### config.mk
export PLATFORM = sky130hd
export DESIGN_NAME = avl_vlb_burst_master
export DESIGN_NICKNAME = d
export VERILOG_FILES = /design/src/rtl/avl_vlb_burst_master_pkg.sv /design/src/rtl/avl_vlb_burst_master.sv
export SDC_FILE = /design/constraint.sdc
export NUM_CORES = 1
export LEC_CHECK = 0
export CORE_MARGIN = 2
export CORE_UTILIZATION = 43
export CTS_CLUSTER_SIZE = 25
export DETAILED_ROUTE_END_ITERATION = 8
export PLACE_DENSITY = 0.71
export SLEW_MARGIN = 20
export SYNTH_ARGS = -nofsm -noshare
export SYNTH_HDL_FRONTEND = slang
export SYNTH_SLANG_ARGS = --single-unit
### constraint.sdc
create_clock -name clk -period 2.9 [get_ports clk]
set_input_delay 0.29 -clock clk [delete_from_list [all_inputs] [get_ports clk]]
set_output_delay 0.29 -clock clk [all_outputs]
set_load 0.005 [all_outputs]
### src/rtl/avl_vlb_burst_master_pkg.sv
// Shared types for the Avalon-MM burst master.
package avl_vlb_burst_master_pkg;

    typedef enum logic [1:0] {
        IDLE      = 2'd0,
        WRITE     = 2'd1,
        READ_REQ  = 2'd2,
        READ_DATA = 2'd3
    } state_t;

endpackage

### src/rtl/avl_vlb_burst_master.sv
// Avalon-MM burst master: one write or read burst in flight at a time, driven
// by a command port, a write-data stream sink and a read-data stream source.
module avl_vlb_burst_master
    import avl_vlb_burst_master_pkg::*;
#(
    parameter int unsigned DWIDTH = 8,
    parameter int unsigned AWIDTH = 8,
    parameter int unsigned BWIDTH = 8
) (
    input  logic              reset,
    input  logic              clk,
    input  logic              cmd_valid,
    output logic              cmd_ready,
    input  logic              cmd_rnw,
    input  logic [AWIDTH-1:0] cmd_address,
    input  logic [BWIDTH-1:0] cmd_length,
    input  logic [DWIDTH-1:0] wr_data,
    input  logic              wr_valid,
    output logic              wr_ready,
    output logic [DWIDTH-1:0] rd_data,
    output logic              rd_valid,
    output logic [AWIDTH-1:0] avm_address,
    output logic [BWIDTH-1:0] avm_burstcount,
    output logic              avm_write,
    output logic [DWIDTH-1:0] avm_writedata,
    output logic              avm_read,
    input  logic [DWIDTH-1:0] avm_readdata,
    input  logic              avm_readdatavalid,
    input  logic              avm_waitrequest,
    output logic              busy,
    output logic              err
);

    localparam logic [BWIDTH-1:0] MAX_LEN = {1'b1, {(BWIDTH-1){1'b0}}};

    state_t state;
    state_t state_next;

    logic [BWIDTH-1:0] loaded;
    logic [BWIDTH-1:0] accepted;
    logic [BWIDTH-1:0] received;

    logic cmd_take;
    logic cmd_legal;
    logic load;
    logic wr_take;
    logic wr_accept;
    logic rd_beat;
    logic last_wr;
    logic last_rd;

    // Handshake decode; avm_burstcount doubles as the captured length.
    assign cmd_ready = (state == IDLE);
    assign busy      = (state != IDLE);
    assign cmd_take  = cmd_valid & cmd_ready;
    assign cmd_legal = (cmd_length != '0) && (cmd_length <= MAX_LEN);
    assign load      = ~avm_write | ~avm_waitrequest;
    assign wr_ready  = (state == WRITE) & load & (loaded < avm_burstcount);
    assign wr_take   = wr_valid & wr_ready;
    assign wr_accept = (state == WRITE) & avm_write & ~avm_waitrequest;
    assign rd_beat   = (state == READ_DATA) & avm_readdatavalid;
    assign last_wr   = wr_accept && ((accepted + BWIDTH'(1)) == avm_burstcount);
    assign last_rd   = rd_beat && ((received + BWIDTH'(1)) == avm_burstcount);

    always_ff @(posedge clk) begin
        if (reset) begin
            state <= IDLE;
        end else begin
            state <= state_next;
        end
    end

    always_comb begin
        state_next = state;
        case (state)
            IDLE: begin
                if (cmd_take && cmd_legal) begin
                    state_next = cmd_rnw ? READ_REQ : WRITE;
                end
            end
            WRITE: begin
                if (last_wr) begin
                    state_next = IDLE;
                end
            end
            READ_REQ: begin
                if (!avm_waitrequest) begin
                    state_next = READ_DATA;
                end
            end
            READ_DATA: begin
                if (last_rd) begin
                    state_next = IDLE;
                end
            end
            default: state_next = IDLE;
        endcase
    end

    // Command capture, write output stage, read request and read return path.
    always_ff @(posedge clk) begin
        if (reset) begin
            avm_address    <= '0;
            avm_burstcount <= '0;
            avm_write      <= 1'b0;
            avm_writedata  <= '0;
            avm_read       <= 1'b0;
            rd_data        <= '0;
            rd_valid       <= 1'b0;
            err            <= 1'b0;
            loaded         <= '0;
            accepted       <= '0;
            received       <= '0;
        end else begin
            err      <= cmd_take & ~cmd_legal;
            rd_valid <= rd_beat;

            if (cmd_take) begin
                avm_address    <= cmd_address;
                avm_burstcount <= cmd_length;
                loaded         <= '0;
                accepted       <= '0;
                received       <= '0;
            end

            // One-deep stage: refill only when the slave has taken the held beat.
            if (wr_take) begin
                avm_writedata <= wr_data;
                avm_write     <= 1'b1;
                loaded        <= loaded + BWIDTH'(1);
            end else if (load) begin
                avm_write <= 1'b0;
            end

            if (wr_accept) begin
                accepted <= accepted + BWIDTH'(1);
            end

            if (cmd_take && cmd_legal && cmd_rnw) begin
                avm_read <= 1'b1;
            end else if ((state == READ_REQ) && !avm_waitrequest) begin
                avm_read <= 1'b0;
            end

            if (rd_beat) begin
                rd_data  <= avm_readdata;
                received <= received + BWIDTH'(1);
            end
        end
    end

endmodule

Word-level counts from Yosys, hierarchy flattened:

Cells that the tools add are included.
Widths: inputs -> output; s select.

* bits in registers: 62
* bits of input ports: 39
* output and inout bits: 39
* word-level logic and storage cells: 68

* add/subtract/negate cells: 3
* order comparisons: 2
* equality and inequality tests: 9
* mux-type cells: 14
* bitwise gates (word level): 12
* reductions and logical operators: 16

Operators by type and width (number)
* $mux 8: 4
* $add 8x1->8 const B: 3
* $eq 8x8->1: 2
* $reduce_bool 2->1: 6
* $mux 2: 5
* $and 1x1->1: 8
* $le 8x8->1 const B: 1
* $lt 8x8->1: 1
* $pmux 2 s4: 1
* $reduce_bool 8->1: 1
* $logic_and 1x1->1: 6
* $ne 2x2->1 const B: 3
* $eq 2x2->1 const B: 2
* $mux 1: 4
* $reduce_and 4->1: 1
* $not 1->1: 3
* $eq 2x1->1 const B: 1
* $logic_not 2->1: 1
* $ne 2x1->1 const B: 1
* $logic_not 1->1: 1
* $or 1x1->1: 1

Logic depth before layout (Yosys ltp):

* depth in word-level cells: 6
* mapped depth: 9
* depth with buffers taken out: 7

Least setup slack after synthesis:

Ideal clock, no wire load.

* kind: flip-flop to flip-flop
* start: register avm_burstcount[7]
* end: register loaded[5]
* library setup time: 0.074 ns
* data arrival time: 2.286 ns
* data required time: 2.826 ns
* path slack: 0.540 ns
* cell stages (with the launch flop): 9
* buffers on the path: 1
* clock period less this slack: 2.360 ns
* cells stage by stage: dfxtp_1 > inv_1 > ha_1 > a21oi_1 > nand3_2 > or4b_4 > buf_6 > or4_1 > a31oi_1

* longest elaborated chain between the ends: 4
* elaborated cells on any way between the ends: 5
* those cells by class: order compare (1); mux (1); bitwise (2); reduce/logical (1)

Ends and longest elaborated chain
* from (decl): RTL line avl_vlb_burst_master.sv:23 `output logic [BWIDTH-1:0] avm_burstcount,`
* from (signal assigned): RTL line avl_vlb_burst_master.sv:120 `avm_burstcount <= cmd_length;`
* $lt 8x8->1 (*): RTL line avl_vlb_burst_master.sv:58 `assign wr_ready = (state == WRITE) & load & (loaded < avm_burstcount);`
* $and 1x1->1 (*): RTL line avl_vlb_burst_master.sv:58
* $and 1x1->1 (*): RTL line avl_vlb_burst_master.sv:59 `assign wr_take = wr_valid & wr_ready;`
* $mux 8 / $reduce_bool 2->1 (equally long branches)
* to (signal assigned): RTL line avl_vlb_burst_master.sv:130 `loaded <= loaded + BWIDTH'(1);`
* to (decl): RTL line avl_vlb_burst_master.sv:39 `logic [BWIDTH-1:0] loaded;`

Mark *: on every way between the ends. The rest lies on a longest branch, timed or not.
A chain may end at the register's enable or synchronous reset.

Final worst setup path:

* start: register avm_burstcount[2]
* end: output port wr_ready

* longest elaborated chain between the ends: 2

Ends and longest elaborated chain
* $lt 8x8->1: RTL line avl_vlb_burst_master.sv:58
* $and 1x1->1: RTL line avl_vlb_burst_master.sv:58
* to (decl): RTL line avl_vlb_burst_master.sv:19 `output logic wr_ready,`

No other way between the ends.

==> flow_summary.yaml <==
power:
  pwr-share-clk_pct: 32.0
  internal_power_mw: 1.66
  p_switching_mw: 0.785
  pwr-share-seq_pct: 40.4
  power_density_nw_per_um2: 571
  switching_share_pct: 32.2
  vdd_drop_max_mv: 0.478
  share_comb_of_total_power_pct: 27.6
  p_leak_nw: 1.51
sta:
  min_period_over_period_pct: 88.6
  max-slew-margin-rel_pct: 39.4
  setup_violations: 0
  tightest_slew_ps: 907
  layout_setup_ws_ps: 330
  finalClockSkew_ps: 10.2
  final_max_slew_viol_count: 0
  fin_hold_ws_ps: 428
  min_period_ps: 2570
  tns_ps: 0
  fmax_mhz: 389
  rsz0062_at_grt: "false"
  finalHoldViolCount: 0
drt:
  drc: 0
  drt_iter0_drc: 304
  vias_per_cell: 5.57
  vias: 3262
  wirelength_mm: 8.81
  routedWlPerCell_um: 15.0
  ant_nets: 0
  drt-pass1-iter-count: 5
placement:
  pre_cts_ws_ps: 392
  gp_congestion: 0.873
  io_buffers: 77
  hpwl_mm: 6.28
  dp_cells: 570
global_routing:
  antenna_found_initial: 0
  grt_pass1_vias: 2946
  grt.overflow.total: 0
  grt.total_usage_pct: 21.9
  grt_pass1_wl_mm: 14.6
  grt_max_degree: 39
floorplan:
  die-height_um: 90.8
  rows: 31
  coreArea_sq_um: 7290
  die_w_um: 90.8
  initial_core_util_pct: 44.5
  dieArea_sq_um: 8250
  io_pins: 78
setup_path:
  startpoint: "avm_burstcount[2]"
  endpoint: "wr_ready"
  r2r-start: "avm_burstcount[7]"
  ff2ff_path_depth: 7
  cp_data_required_time_ps: 2610
  cp-end-kind: "primary output"
  cp.arrival_ps: 2280
  critPathMaxFanout: 6
  rrSetupSlack_ps: 360
  reg2reg_to: "loaded[6]"
  crit_type: "flop to primary output"
  startpoint_type: "flop"
clock_tree:
  clock_path_buffers: 2
  numCtsBuffers: 9
  cts_root_buf: "clkbuf_8"
  clkTransAtPathRegs_ps: 70
  clkSinkCount: 62
  worstSkewPairLatency_ps: 350
  cts_tree: "yes"
  ctsHoldBuffers: 0
  cts_setup_buffers: 0
  cts.repair.resized: 0
  htreeDepth: 3
finish:
  syn2layout_area_growth_pct: 31.9
  fillers: 701
  final_common_cell: "clkdlybuf4s50_1"
  final_nets: 531
  n_antenna_cell: 0
  layout_common_cells: "clkdlybuf4s50_1 (76), nand2_1 (63), dfxtp_1 (62)"
  drive_above_1_share_pct: 6.98
  stdcell_count: 586
synthesis:
  netlist.area_leader.share_pct: 38.3
  synth_fp_nets: 464
  ys.flop_type: "dfxtp_1"
  yosys_warnings: 0
  ys_seq_area_share_pct: 38.3
  syn_inst: 415
  synth-edff-count: 0
  synth_seq_cells: 62
  async_reset_ff_share_pct: 0
  synth_cell_type_count: 49
  synth_area_leaders: "dfxtp_1 (38%), a21oi_1 (8.5%), nand2_1 (7.3%)"
  yosysTopAreaCell: "dfxtp_1"
  syn-cell-area_sq_um: 3240
  syn_avg_cell_area_sq_um: 7.81
run:
  drv_cap: 0
worst_hold_path:
  worstHoldPathType: "primary input to flop"
  hold_start: "reset"
status:
  run_status: "complete, no violations"
## through the flow
stage                     utilization [%]  total power [mW]  cell area, sq um
after floorplan                         -              1.37              3240
after global placement               55.9              1.66              4080
after detailed placement             55.9              1.67              4080
after CTS                            58.6              2.46              4280
after global routing                 58.6              2.58              4280
final                                58.6              2.44              4280
## registers in the layout (all words and copies together), names as in the netlist, 2 cells and up
name            count
loaded              8
avm_writedata       8
avm_address         8
avm_burstcount      8
state               2
rd_data             8
accepted            8
received            8
## power by group through the flow
stage,logic (mW),clock network (mW),registers [mW]
3_5_place_dp,0.667,0,1.00
3_3_place_gp,0.664,0,1.00
4_1_cts,0.671,0.801,0.984
6_report,0.673,0.781,0.986
2_1_floorplan,0.391,0,0.976
5_1_grt,0.743,0.844,0.994
## final cells by class
class                      instances  area [sq um]  area share [%]
clock inverter                     4          45.0            1.05
multi-input combinational        310          1830            42.8
sequential                        62          1240            29.0
clock buffer                      12           155            3.63
inverter                          14          52.6            1.23
tap                               99           124            2.90
timing repair buffer              85           826            19.3
## cell usage after synthesis, types with 2 or more instances
master	number
nor3b_1	2
a22oi_1	2
a21oi_1	55
and2_1	2
nor3_1	5
o2111a_1	2
nand3b_1	6
or4_1	6
o21a_1	2
a31oi_1	7
nand3_1	21
o31ai_1	3
and3_1	7
nand4_1	8
xnor2_1	13
nand2_1	63
or2_2	2
xor2_1	8
clkbuf_1	26
inv_1	14
ha_1	10
o21ai_0	26
nand4b_1	3
or3_1	4
a31o_2	2
o211ai_1	9
and4_1	2
dfxtp_1	62
nor2_1	23
## worst min-delay path by stage
stage                             end  depth (start not counted)  slack, ps
detailed placement         rd_data[7]                          2        450
finish              avm_burstcount[6]                          2        430
CTS                 avm_burstcount[6]                          2        410
global route        avm_burstcount[7]                          2        450
floorplan              avm_address[0]                          2        430
global placement           rd_data[7]                          2        440
## cells by family after synthesis
kind of cell,synth area share [%]
xor+xnor,5.67
buf+inv,5.36
compound gates,21.2
simple gates,25.6
fa+ha+maj,3.86
flops,38.3
## critical path, stage by stage, from the launching register on
cell	delay, ps
dfxtp_1	420
inv_1	100
ha_1	300
nand2_1	50
o21ai_0	290
nand3_1	150
and3_1	180
clkdlybuf4s50_1	440
## layer usage
| layer | up-vias | routed length [um] | global-route usage, % |
|---|---|---|---|
| met5 | - | 0 | 0 |
| met4 | 0 | 88 | 6.06 |
| met3 | 8 | 582 | 6.18 |
| met2 | 103 | 3900 | 30.9 |
| met1 | 1535 | 4240 | 32.3 |
| li1 | 1616 | - | - |
No activity file was read; power rests on OpenSTA's default activity.
